### src/rtl/bus_demux32_pkg.sv
// Shared types and constants for the bus_demux32 request router.
// Optional response timeout is built only with BUS_DEMUX32_TIMEOUT_EN.
package bus_demux32_pkg;

  typedef enum logic [1:0] {
    IDLE     = 2'd0,
    SEND     = 2'd1,
    WAIT_RSP = 2'd2,
    RESP     = 2'd3
  } state_e;

  localparam logic [31:0] MMIO_BASE_DEF = 32'hFFFF_0000;
  localparam logic [31:0] MMIO_MASK_DEF = 32'hFFFF_0000;
  localparam logic [31:0] TIMEOUT_DATA  = 32'hDEAD_BEEF;

  function automatic logic is_mmio(input logic [31:0] addr,
                                   input logic [31:0] base,
                                   input logic [31:0] mask);
    return (addr & mask) == base;
  endfunction

endpackage

### src/rtl/bus_demux32_rsp_timer.sv
// Read-response watchdog: down-counter loaded on entry to the wait state,
// flagging expiry on the last allowed wait cycle.
module bus_demux32_rsp_timer
  import bus_demux32_pkg::*;
#(
  parameter int unsigned CYCLES = 255
) (
  input  logic clk_i,
  input  logic rst_n_i,
  input  logic load_i,
  input  logic run_i,
  output logic expired_o
);

  localparam int unsigned W = (CYCLES > 1) ? $clog2(CYCLES) : 1;

  logic [W-1:0] cnt_q;

  // Loaded with CYCLES-1 so terminal count lands on the CYCLES-th wait cycle.
  always_ff @(posedge clk_i or negedge rst_n_i) begin
    if (!rst_n_i) begin
      cnt_q <= '0;
    end else if (load_i) begin
      cnt_q <= W'(CYCLES - 1);
    end else if (run_i && (cnt_q != '0)) begin
      cnt_q <= cnt_q - 1'b1;
    end
  end

  assign expired_o = run_i && (cnt_q == '0);

endmodule

### src/rtl/bus_demux32.sv
// Two-target data-memory demux: low = data RAM, high = MMIO, one outstanding
// transaction. Define BUS_DEMUX32_TIMEOUT_EN to add the read-response timeout.
module bus_demux32
  import bus_demux32_pkg::*;
#(
  parameter logic [31:0] MMIO_BASE      = MMIO_BASE_DEF,
  parameter logic [31:0] MMIO_MASK      = MMIO_MASK_DEF,
  parameter int unsigned TIMEOUT_CYCLES = 255
) (
  input  logic        clk_i,
  input  logic        rst_n_i,
  input  logic        req_valid_i,
  output logic        req_ready_o,
  input  logic [31:0] req_addr_i,
  input  logic [31:0] req_wdata_i,
  input  logic        req_we_i,
  input  logic [3:0]  req_be_i,
  output logic        l_valid_o,
  input  logic        l_ready_i,
  output logic [31:0] l_addr_o,
  output logic [31:0] l_wdata_o,
  output logic        l_we_o,
  output logic [3:0]  l_be_o,
  input  logic        l_rvalid_i,
  input  logic [31:0] l_rdata_i,
  output logic        h_valid_o,
  input  logic        h_ready_i,
  output logic [31:0] h_addr_o,
  output logic [31:0] h_wdata_o,
  output logic        h_we_o,
  output logic [3:0]  h_be_o,
  input  logic        h_rvalid_i,
  input  logic [31:0] h_rdata_i,
  output logic        rsp_valid_o,
  output logic [31:0] rsp_rdata_o,
  output logic        rsp_err_o
);

  state_e      state_q;
  logic [31:0] addr_q, wdata_q, rdata_q;
  logic [3:0]  be_q;
  logic        we_q, sel_h_q;
  logic        l_valid_q, h_valid_q, req_ready_q, rsp_valid_q, rsp_err_q;

  logic        sel_h_d;
  logic        tgt_ready, tgt_rvalid;
  logic [31:0] tgt_rdata;
  logic        timeout_hit;

  assign sel_h_d = is_mmio(req_addr_i, MMIO_BASE, MMIO_MASK);

  // The non-selected target's handshake and read strobes never reach the FSM.
  always_comb begin
    tgt_ready  = sel_h_q ? h_ready_i  : l_ready_i;
    tgt_rvalid = sel_h_q ? h_rvalid_i : l_rvalid_i;
    tgt_rdata  = sel_h_q ? h_rdata_i  : l_rdata_i;
  end

`ifdef BUS_DEMUX32_TIMEOUT_EN
  bus_demux32_rsp_timer #(
    .CYCLES(TIMEOUT_CYCLES)
  ) u_rsp_timer (
    .clk_i     (clk_i),
    .rst_n_i   (rst_n_i),
    .load_i    ((state_q == SEND) && tgt_ready && !we_q),
    .run_i     (state_q == WAIT_RSP),
    .expired_o (timeout_hit)
  );
`else
  logic unused_timeout_cfg;
  assign unused_timeout_cfg = ^TIMEOUT_CYCLES;
  assign timeout_hit        = 1'b0;
`endif

  always_ff @(posedge clk_i or negedge rst_n_i) begin
    if (!rst_n_i) begin
      state_q     <= IDLE;
      addr_q      <= '0;
      wdata_q     <= '0;
      rdata_q     <= '0;
      be_q        <= '0;
      we_q        <= 1'b0;
      sel_h_q     <= 1'b0;
      l_valid_q   <= 1'b0;
      h_valid_q   <= 1'b0;
      req_ready_q <= 1'b1;
      rsp_valid_q <= 1'b0;
      rsp_err_q   <= 1'b0;
    end else begin
      rsp_valid_q <= 1'b0;
      rsp_err_q   <= 1'b0;
      unique case (state_q)
        IDLE: begin
          if (req_valid_i) begin
            addr_q      <= req_addr_i;
            wdata_q     <= req_wdata_i;
            we_q        <= req_we_i;
            be_q        <= req_be_i;
            sel_h_q     <= sel_h_d;
            l_valid_q   <= !sel_h_d;
            h_valid_q   <= sel_h_d;
            req_ready_q <= 1'b0;
            state_q     <= SEND;
          end
        end
        SEND: begin
          if (tgt_ready) begin
            l_valid_q <= 1'b0;
            h_valid_q <= 1'b0;
            if (we_q) begin
              req_ready_q <= 1'b1;
              state_q     <= IDLE;
            end else if (tgt_rvalid) begin
              rdata_q     <= tgt_rdata;
              rsp_valid_q <= 1'b1;
              state_q     <= RESP;
            end else begin
              state_q <= WAIT_RSP;
            end
          end
        end
        WAIT_RSP: begin
          // Real data beats a timeout that expires in the same cycle.
          if (tgt_rvalid) begin
            rdata_q     <= tgt_rdata;
            rsp_valid_q <= 1'b1;
            state_q     <= RESP;
          end else if (timeout_hit) begin
            rdata_q     <= TIMEOUT_DATA;
            rsp_err_q   <= 1'b1;
            rsp_valid_q <= 1'b1;
            state_q     <= RESP;
          end
        end
        RESP: begin
          req_ready_q <= 1'b1;
          state_q     <= IDLE;
        end
        default: state_q <= IDLE;
      endcase
    end
  end

  assign req_ready_o = req_ready_q;
  assign l_valid_o   = l_valid_q;
  assign h_valid_o   = h_valid_q;
  assign l_addr_o    = addr_q;
  assign l_wdata_o   = wdata_q;
  assign l_we_o      = we_q;
  assign l_be_o      = be_q;
  assign h_addr_o    = addr_q;
  assign h_wdata_o   = wdata_q;
  assign h_we_o      = we_q;
  assign h_be_o      = be_q;
  assign rsp_valid_o = rsp_valid_q;
  assign rsp_rdata_o = rdata_q;
  assign rsp_err_o   = rsp_err_q;

endmodule

### config.mk
export PLATFORM = sky130hd
export DESIGN_NAME = bus_demux32
export DESIGN_NICKNAME = d
export VERILOG_FILES = /design/src/rtl/bus_demux32_pkg.sv /design/src/rtl/bus_demux32_rsp_timer.sv /design/src/rtl/bus_demux32.sv
export SDC_FILE = /design/constraint.sdc
export NUM_CORES = 1
export LEC_CHECK = 0
export ABC_AREA = 0
export CAP_MARGIN = 20
export CORE_AREA = 2 2 123 125
export DETAILED_ROUTE_END_ITERATION = 7
export DIE_AREA = 0 0 125 127
export PLACE_DENSITY = 0.77
export SYNTH_ARGS = -nofsm -noshare
export SYNTH_HDL_FRONTEND = slang
export SYNTH_SLANG_ARGS = --single-unit
### constraint.sdc
create_clock -name clk_i -period 2.36 [get_ports clk_i]
set_clock_uncertainty 0.1 [all_clocks]
set_input_delay 0.472 -clock clk_i [delete_from_list [all_inputs] [get_ports clk_i]]
set_output_delay 0.472 -clock clk_i [all_outputs]
set_load 0.005 [all_outputs]
==> summary.txt <==
Global routing
  • Largest net degree at the start of global routing: slightly above 50
  • Initial antenna violation count: 0
  • First-pass GRT wire length: 20,900 um
  • GRT overflow: 0
  • Vias in the first global route: between 3,000 and 4,000
  • Tot GR Track Use: about 17%

Worst setup path
  • Crit path kind: register to register
  • Setup crit end kind: register
  • Crit start category: register
  • Worst Path Required: between 2 and 2.5 ns
  • WP data arrival: roughly 2.3 ns
  • Worst-path fanout max: 32

Detailed routing
  • WL met3: approximately 1100 um
  • DR DRC count: 0
  • Starting DRT DRC Count: between 100 and 150
  • Metal-1 WL: 5180 um
  • Routed WL per cell: 16.8 um
  • Routed wl met2: about 7000 um
  • DR top layer: met4
  • DR vias: between 3,000 and 4,000
  • Overall routed net length: around 13,000 um
  • Drt pass-1 iters: 4
  • Via/cell ratio: roughly 4.5
  • Remaining antenna violation count: 0

Placement
  • Number of port buffers: around 310
  • HPWL Detailed: around 11,000 um
  • Worst slack, placed: approximately 0.098 ns
  • Final GP Congestion: between 0.7 and 0.8
  • DP Cell Count: just under 800

Power
  • Switching share of power: 27.5%
  • Clock share of power: ~14%
  • Worst vdd ir: slightly above 0.7 mV
  • Switch Pwr: 2770 uW
  • Int Power: ~7300 uW
  • Pwr/cell area: 1220 mW/mm^2
  • Power share of the combinational group: between 50% and 60%
  • Part of the power in registers: roughly 35%
  • Leakage dissipation: about 0.0034 uW

Clock network
  • Clock Path Buffers: 2
  • CTS tree: yes
  • Clock root cell: clkbuf_16
  • CTS buffer count: 9
  • CTS sink cnt: between 100 and 150
  • Cts repair resizes: 0
  • Clk_lat worst skew: approximately 0.34 ns
  • Clock-pin slew on the worst setup and hold paths: 0.06 ns
  • Htree depth: 3

Synthesis
  • Yosys reg bits: approximately 110
  • Syn_nets: just over 500
  • Top-area cell type share of the netlist area: between 50 and 60%
  • Post-Syn Instances: between 300 and 400
  • Number of synthesis warnings: 0
  • EDFF count, synth: 0
  • Synth top area cells: dfrtp_1 52%, mux2_2 30%, buf_4 10%, ha_1 0.98%, buf_6 0.88%
  • Mapped Area: roughly 0.0051 sq mm
  • Mapped Avg Cell Area: around 14 sq um
  • Most common cell in the synthesized netlist: mux2_2
  • Sequential share of the synthesized area: roughly 53%
  • Top_reg_cell synth: dfrtp_1
  • Post-synth cell types: 30
  • Post-synth top cells: 135 x mux2_2, 107 x dfrtp_1, 70 x buf_4, 7 x buf_2
  • Ys async rst share: 100%
  • Area leader, netlist: dfrtp_1

Floorplanning
  • Starting Density: about 36%
  • Core ar.: roughly 0.014 sq mm
  • Number of cell rows: 44
  • Die ar.: between 0.015 and 0.02 sq mm
  • Die height: roughly 130 um
  • I/O pin count: approximately 320
  • Die width: roughly 130 um

Timing
  • Final setup violation count: 0
  • Max Slew Vio Count: 0
  • Worst hold slack: 0.407 ns
  • Final-report hold violation count: 0
  • Setup ws final: roughly 0.19 ns
  • Period utilization: roughly 90%
  • Final worst path period need: about 2.2 ns
  • Max Clock Freq: about 460 MHz
  • TNS Setup: 0 ns
  • RSZ-0062 raised after global routing: false

Final layout
  • Layout overhead on the synthesized area: 61.4%
  • Diodes inserted: 0
  • Fin cells: just over 800
  • Fillers: 1,166
  • Layout cells sized above 1: a little over a quarter
  • Final net count: approximately 760

Run status
  • Status: finished clean

Flow run
  • # Max-Cap Violations: 0

Min path
  • Worst min-delay path class: register to register
## registers in the layout (all words and copies together), names as in the netlist, named ones only
| name | flops |
|---|---|
| h_addr_o | 32 |
| h_wdata_o | 32 |
| rsp_rdata_o | 32 |
| h_be_o | 4 |
| h_valid_o | 1 |
| h_we_o | 1 |
| l_valid_o | 1 |
| req_ready_o | 1 |
| rsp_valid_o | 1 |
| sel_h_q | 1 |
| state_q | 1 |
## worst max-delay path: stages, from the launching register on
cell and delay [ns]:
dfrtp_1 0.41, inv_1 0.09, ha_1 0.26, and2b_2 0.25
nor2b_2 0.18, o21ai_4 0.18, buf_12 0.22, mux2_2 0.36
## worst paths after layout
path / startpoint / to / slack [ns] / cells after the start
setup / recovery: register / rsp_rdata_o[13] / 0.19 / 7
hold / removal: rsp_rdata_o[10] / rsp_rdata_o[10] / 0.41 / 1
setup reg to reg: register / rsp_rdata_o[13] / 0.19 / 7
hold reg to reg: rsp_rdata_o[10] / rsp_rdata_o[10] / 0.41 / 1
max in group asynchronous: rst_n_i / h_wdata_o[21] / 0.91 / 3
min in group asynchronous: rst_n_i / rsp_rdata_o[4] / 0.54 / 2
## timing repair
action                                 in CTS  in global routing
setup buffers                               0                  0
hold buffers                                1                  0
endpoints found under the hold margin      29                  0
## cell families after synthesis
kind of cell / share of synthesized area [%]
other cells: 0.0731
mux: 30.1
compound gates: 1.68
fa+ha+maj: 0.975
simple gates: 2.00
flops: 52.7
buf+inv: 12.5
## metal layers
metal,global-route usage [%],vias up
met5,0,-
met4,5.69,0
met3,4.61,17
met2,29.7,185
met1,19.2,1758
li1,-,1700
## through the flow
| stage | utilization (%) | area [sq um] | power (uW) |
|---|---|---|---|
| finish | 57.4 | 8280 | 10100 |
| global route | 57.4 | 8280 | 10700 |
| floorplan | - | 5130 | 5820 |
| detailed placement | 55.4 | 8000 | 8740 |
| CTS | 57.4 | 8280 | 10200 |
| global placement | 55.4 | 8000 | 8630 |
## power by group through the flow
| stage | Combinational, uW | Sequential, uW | Clock [uW] |
|---|---|---|---|
| finish | 5180 | 3490 | 1420 |
| global route | 5490 | 3630 | 1570 |
| CTS | 5270 | 3500 | 1480 |
| detailed placement | 5230 | 3510 | 0 |
| global placement | 5150 | 3480 | 0 |
| floorplan | 2370 | 3450 | 0 |
## cell type report
class | instances | area [sq um] | share of cell area, %
clock buffer | 11 | 233 | 2.81
clock inverter | 3 | 40.0 | 0.484
inverter | 5 | 18.8 | 0.227
multi-input combinational | 171 | 1800 | 21.7
sequential | 108 | 2700 | 32.7
tap | 184 | 230 | 2.78
timing repair buffer | 323 | 3260 | 39.4
## placed cells by master (no fill, tap or decap), drive strengths merged, types with 4 or more instances in the layout
cell type | synthesis | layout
inv | 5 | 5
buf | 81 | 10
nand4 | 4 | 4
ha | 4 | 4
nor2 | 5 | 5
dfrtp | 107 | 107
mux2 | 136 | 136
clkbuf | 4 | 11
clkdlybuf4s50 | 0 | 312
Note: power is estimated with default switching activity, not from simulation.
